**config.mk**
```make
export PLATFORM = sky130hd
export DESIGN_NAME = uart_tx_queue
export DESIGN_NICKNAME = d
export VERILOG_FILES = /design/src/rtl/uart_tx_queue.sv
export SDC_FILE = /design/constraint.sdc
export NUM_CORES = 1
export LEC_CHECK = 0
export ABC_AREA = 1
export CAP_MARGIN = 20
export CELL_PAD_IN_SITES_DETAIL_PLACEMENT = 0
export CELL_PAD_IN_SITES_GLOBAL_PLACEMENT = 1
export CORE_UTILIZATION = 51
export CTS_CLUSTER_DIAMETER = 100
export DETAILED_ROUTE_END_ITERATION = 8
export GPL_TIMING_DRIVEN = 1
export PLACE_DENSITY = 0.94
export SLEW_MARGIN = 0
export SYNTH_ARGS = -nofsm -noshare
export SYNTH_HDL_FRONTEND = slang
export SYNTH_SLANG_ARGS = --single-unit
```
**constraint.sdc**
```tcl
create_clock -name i_Clock -period 5.2 [get_ports i_Clock]
set_clock_uncertainty 0.15 [all_clocks]
set_input_delay 1.04 -clock i_Clock [delete_from_list [all_inputs] [get_ports i_Clock]]
set_output_delay 1.04 -clock i_Clock [all_outputs]
set_load 0.05 [all_outputs]
```
**src/rtl/uart_tx_queue.sv**
```systemverilog
// uart_tx_queue: byte FIFO and launch sequencer feeding UART_TX; define UART_TXQ_LEVEL_EN to add the o_Level count port
module uart_tx_queue #(
  parameter int DEPTH    = 16,
  parameter int GAP_CLKS = 0
) (
  input  logic       i_Clock,
  input  logic       i_Reset,
  input  logic       i_Enable,
  input  logic       i_Wr_DV,
  input  logic [7:0] i_Wr_Data,
  output logic       o_Full,
  output logic       o_Empty,
  output logic       o_Overflow,
  output logic       o_Busy,
  output logic       o_TX_Start,
  output logic [7:0] o_TX_Data,
  input  logic       i_TX_Active,
  input  logic       i_TX_Done
`ifdef UART_TXQ_LEVEL_EN
  ,
  output logic [$clog2(DEPTH):0] o_Level
`endif
);
  localparam int PW = $clog2(DEPTH);
  localparam int GW = GAP_CLKS > 1 ? $clog2(GAP_CLKS) : 1;
  typedef enum logic [1:0] {IDLE, START, WAIT_DONE, GAP} state_t;
  state_t state, state_nxt;
  logic [7:0] mem [DEPTH];
  logic [PW-1:0] wr_ptr, rd_ptr;
  logic [PW:0] count, count_nxt;
  logic [GW-1:0] gap_cnt;
  logic push, pop, gap_end;
  assign push = i_Wr_DV && !o_Full;
  assign count_nxt = count + {{PW{1'b0}}, push} - {{PW{1'b0}}, pop};
  always_ff @(posedge i_Clock)
    state <= i_Reset ? IDLE : state_nxt;
  always_comb begin
    state_nxt = state;
    case (state)
      IDLE:      state_nxt = pop ? START : IDLE;
      START:     state_nxt = WAIT_DONE;
      WAIT_DONE: state_nxt = i_TX_Done ? (GAP_CLKS > 0 ? GAP : IDLE) : WAIT_DONE;
      GAP:       state_nxt = gap_end ? IDLE : GAP;
      default:   state_nxt = IDLE;
    endcase
  end
  always_comb begin
    pop = state == IDLE && i_Enable && !o_Empty && !i_TX_Active;
    gap_end = gap_cnt == GW'(GAP_CLKS - 1);
    o_Busy = state != IDLE;
  end
  always_ff @(posedge i_Clock)
    if (push) mem[wr_ptr] <= i_Wr_Data;
  always_ff @(posedge i_Clock) begin
    if (i_Reset) begin
      wr_ptr     <= '0;
      rd_ptr     <= '0;
      count      <= '0;
      o_Full     <= 1'b0;
      o_Empty    <= 1'b1;
      o_Overflow <= 1'b0;
      o_TX_Start <= 1'b0;
      o_TX_Data  <= 8'h00;
      gap_cnt    <= '0;
    end else begin
      wr_ptr     <= push ? wr_ptr + 1'b1 : wr_ptr;
      rd_ptr     <= pop ? rd_ptr + 1'b1 : rd_ptr;
      o_TX_Data  <= pop ? mem[rd_ptr] : o_TX_Data;
      count      <= count_nxt;
      o_Full     <= count_nxt == (PW+1)'(DEPTH);
      o_Empty    <= count_nxt == '0;
      o_Overflow <= o_Overflow || (i_Wr_DV && o_Full);
      o_TX_Start <= pop;
      gap_cnt    <= state == GAP ? gap_cnt + 1'b1 : '0;
    end
  end
`ifdef UART_TXQ_LEVEL_EN
  assign o_Level = count;
`endif
endmodule

```
==> out/qor.txt <==
Clock-pin transition on the worst setup and hold timing paths: 50 ps
Routed wirelength normalized by instance count: 15.73 um
Type of the most critical hold path: reg -> reg
Number of buffers added for setup after CTS: 0
Number of I/O port buffers: 26
Number of cells upsized or downsized after cts: 0
Psw: 0.0009101 W
Net count after synthesis: 705
Post-Syn Area: 0.006713 mm2
Count of flip-flops with a built-in enable after synthesis: 128
# IOs: 27
Number of buffers on the longest clock path: 2
Slew at the pin closest to its max-slew limit: 870.7 ps
Number of max-slew violations in the final report: 0
Floorplan die area: 0.01362 mm2
Combinational share of power: 0.192
LEAKAGE: 3.192 nW
Pre-CTS setup slack: 1367 ps
Final hold violations: 0
TritonCTS clock tree: built
WP data arrival: 3580 ps
Most frequent cell on the critical path: sky130_fd_sc_hd__inv_1
Deepest level of the CTS H-tree: 4
Cell-by-cell listing of the critical path: clkdlybuf4s50_1, inv_1, nor2_1, nand2_1, inv_2, ha_1, inv_1, ha_1, inv_1, fa_1, o21ai_1, xor2_1, nor2_1, a21oi_1
Final routed wirelength across all metal layers: 13890 um
Mean instance size in the synthesized netlist: 9.872 um2
Fillers: 1071
Outcome: completed
Power Internal: 0.002406 W
Number of nets with antenna violations after routing: 0
Placeable Area: 0.01272 mm2
Total setup violations reported at the end of the flow: 0
Number of detailed-route iterations in the first pass: 5
Critical-path maximum fanout: 20
Setup Total Neg Slack: 0 ps
Fmax: 295.9 MHz
Source-to-sink clock delay at the later pin of the worst-skew pair: 430 ps
Area Overhead vs Synth: 13.87%
Fraction of layout cells with a size suffix above 1: 0.05626
CTS Buf Count: 17
Synth unique cells: 24
Most common cell after layout, fill and taps aside: sky130_fd_sc_hd__nand2_1
Element type at the critical path start: input pin
Part of the Yosys area used for sequential elements: 0.6561
Cell taking the most area after synthesis: sky130_fd_sc_hd__edfxtp_1
Effective utilization at floorplan: 0.5276
Post-route minimum period: 3379 ps
Power per cell area: 433.8 mW/mm2
Number of sinks handled by clock tree synthesis: 156
Largest cells by area after synthesis: sky130_fd_sc_hd__edfxtp_1 57%, sky130_fd_sc_hd__nand2_1 12%, sky130_fd_sc_hd__dfxtp_1 8.4%
Commonest cells after routing, fill and taps aside: 220 x sky130_fd_sc_hd__nand2_1, 128 x sky130_fd_sc_hd__edfxtp_1, 95 x sky130_fd_sc_hd__nand3_1
Switching power share of the total: 0.2745
Kind of critical path: in -> reg
Peak supply drop: 262.3 uV
Number of global-route vias before repair: 4325
Relative contribution of sequential cells to total power: 0.443
Setup repair after global routing missed its margin: false
Sum of net half-perimeters after detailed placement: 8845 um
Worst-case headroom to the max-slew limit: 0.4174
Count of inserted antenna diode cells: 0
Remaining Overflow, GRT: 0
Delay contributed by the slowest stage of the critical path: 450 ps
Final period util: 0.6499
Number of max-cap violations: 0
GR Util All Layers: 0.2239
Placer congestion estimate: 0.8823
Die Span Y: 116.7 um
Area fraction of the dominant cell type after synthesis: 0.5726
Die Width: 116.7 um
Net count reported at finish: 724
Hold-fix buffers at CTS: 0
Total DRC errors in the routed layout: 0
Async set or reset register ratio after synthesis: 0
Count of state elements after synthesis: 156
Clock network fraction of total power: 0.366
Count of synthesis-stage warnings from yosys: 0
Most used DFF post-synth: sky130_fd_sc_hd__edfxtp_1
Crit path capture type: register
Number of DRC violations after detailed-routing iteration 0: 359
Average vias per placed instance: 5.123
Clock root buffer: sky130_fd_sc_hd__clkbuf_16
Global-route wire length before repair: 21580 um
Data required time of the critical path: 5400 ps
Vias after detailed routing: 4524
Critical-path top delay cell: sky130_fd_sc_hd__clkdlybuf4s50_1
Initial antenna violation count: 0
Std-Cell Rows: 41
Largest net degree at the start of global routing: 68
Number of instances in the synthesized netlist: 680
Smallest setup slack after layout: 1821 ps
cells in the mapped netlist, types with 2 or more instances:
| cell | count |
|---|---|
| sky130_fd_sc_hd__buf_4 | 7 |
| sky130_fd_sc_hd__nand2_1 | 220 |
| sky130_fd_sc_hd__a21oi_1 | 10 |
| sky130_fd_sc_hd__nor4_1 | 2 |
| sky130_fd_sc_hd__nand3_1 | 95 |
| sky130_fd_sc_hd__inv_2 | 8 |
| sky130_fd_sc_hd__clkbuf_1 | 5 |
| sky130_fd_sc_hd__xor2_1 | 3 |
| sky130_fd_sc_hd__buf_6 | 3 |
| sky130_fd_sc_hd__nor2_1 | 45 |
| sky130_fd_sc_hd__dfxtp_1 | 28 |
| sky130_fd_sc_hd__edfxtp_1 | 128 |
| sky130_fd_sc_hd__nor3_1 | 3 |
| sky130_fd_sc_hd__o21ai_0 | 3 |
| sky130_fd_sc_hd__ha_1 | 10 |
| sky130_fd_sc_hd__inv_1 | 90 |
| sky130_fd_sc_hd__buf_2 | 13 |
path summary, 6_finish.rpt:
check                       end  cells past startpoint  slack [ps]                 from
min          gap_cnt$_SDFF_PP0_                      1         280   gap_cnt$_SDFF_PP0_
max          o_Empty$_SDFF_PP1_                     14        1820             i_Enable
min reg2reg  gap_cnt$_SDFF_PP0_                      1         280   gap_cnt$_SDFF_PP0_
max reg2reg  o_Empty$_SDFF_PP1_                     14        2450  state[0]$_SDFF_PP0_
registers in the layout, indices dropped and copies added, names as in the netlist:
| register | flops |
|---|---|
| mem | 128 |
| o_TX_Data | 8 |
| count | 5 |
| rd_ptr | 4 |
| wr_ptr | 4 |
| state | 2 |
| gap_cnt | 1 |
| o_Empty | 1 |
| o_Full | 1 |
| o_Overflow | 1 |
| o_TX_Start | 1 |
critical path: cells and delay by family:
kind / cells / cell delay, ps
fa+ha+maj: 3 / 850
simple gates: 3 / 280
compound gates: 2 / 320
xor+xnor: 1 / 200
buf+inv: 5 / 880
layer usage:
layer  global-route usage  routed length, um  share of wire
met5                    0                  0              0
met4               0.1105                393          0.028
met3              0.04307                779          0.056
met2               0.3779               6841           0.49
met1               0.2770               5874           0.42
cell families (layout without fill, tap and decap cells):
family	after synthesis	in the layout	share of synthesized area
adder cells (fa/ha/maj)	11	11	0.02162
AND/OR/NAND/NOR	368	368	0.2259
AO/OA/AOI/OAI	14	14	0.01044
XOR/XNOR	4	4	0.005220
buffers and inverters	127	158	0.08071
flip-flops	156	156	0.6561
cell type report:
cell class                 instances  area [um2]  area share
sequential                       156        4405      0.5764
multi-input combinational        397        1767      0.2311
clock buffer                      22       464.2     0.06073
inverter                          98       367.9     0.04813
timing repair buffer              29       302.8     0.03961
tap                              172       215.2     0.02816
clock inverter                     9       121.4     0.01588
power by group through the flow:
stage,registers [W],clock network (W),logic [W]
final,0.00147,0.00121,0.000635
after floorplan,0.00155,0,0.000395
after global placement,0.00149,0,0.000604
after detailed placement,0.00149,0,0.000627
after CTS,0.00147,0.00123,0.000630
after global routing,0.00147,0.00128,0.000707
through the flow:
step	utilization	hold WS, ps	power, W	instances	instance area, um2
4_1_cts	0.5986	288.1	0.003327	882	7616
6_report	0.6008	284.0	0.003316	883	7644
3_3_place_gp	0.5526	263.1	0.002095	851	7030
3_5_place_dp	0.5526	278.9	0.002120	851	7030
2_1_floorplan	-	254.5	0.001947	680	6713
5_1_grt	0.6008	315.1	0.003459	883	7644
Power figures use the tool's default switching activity.
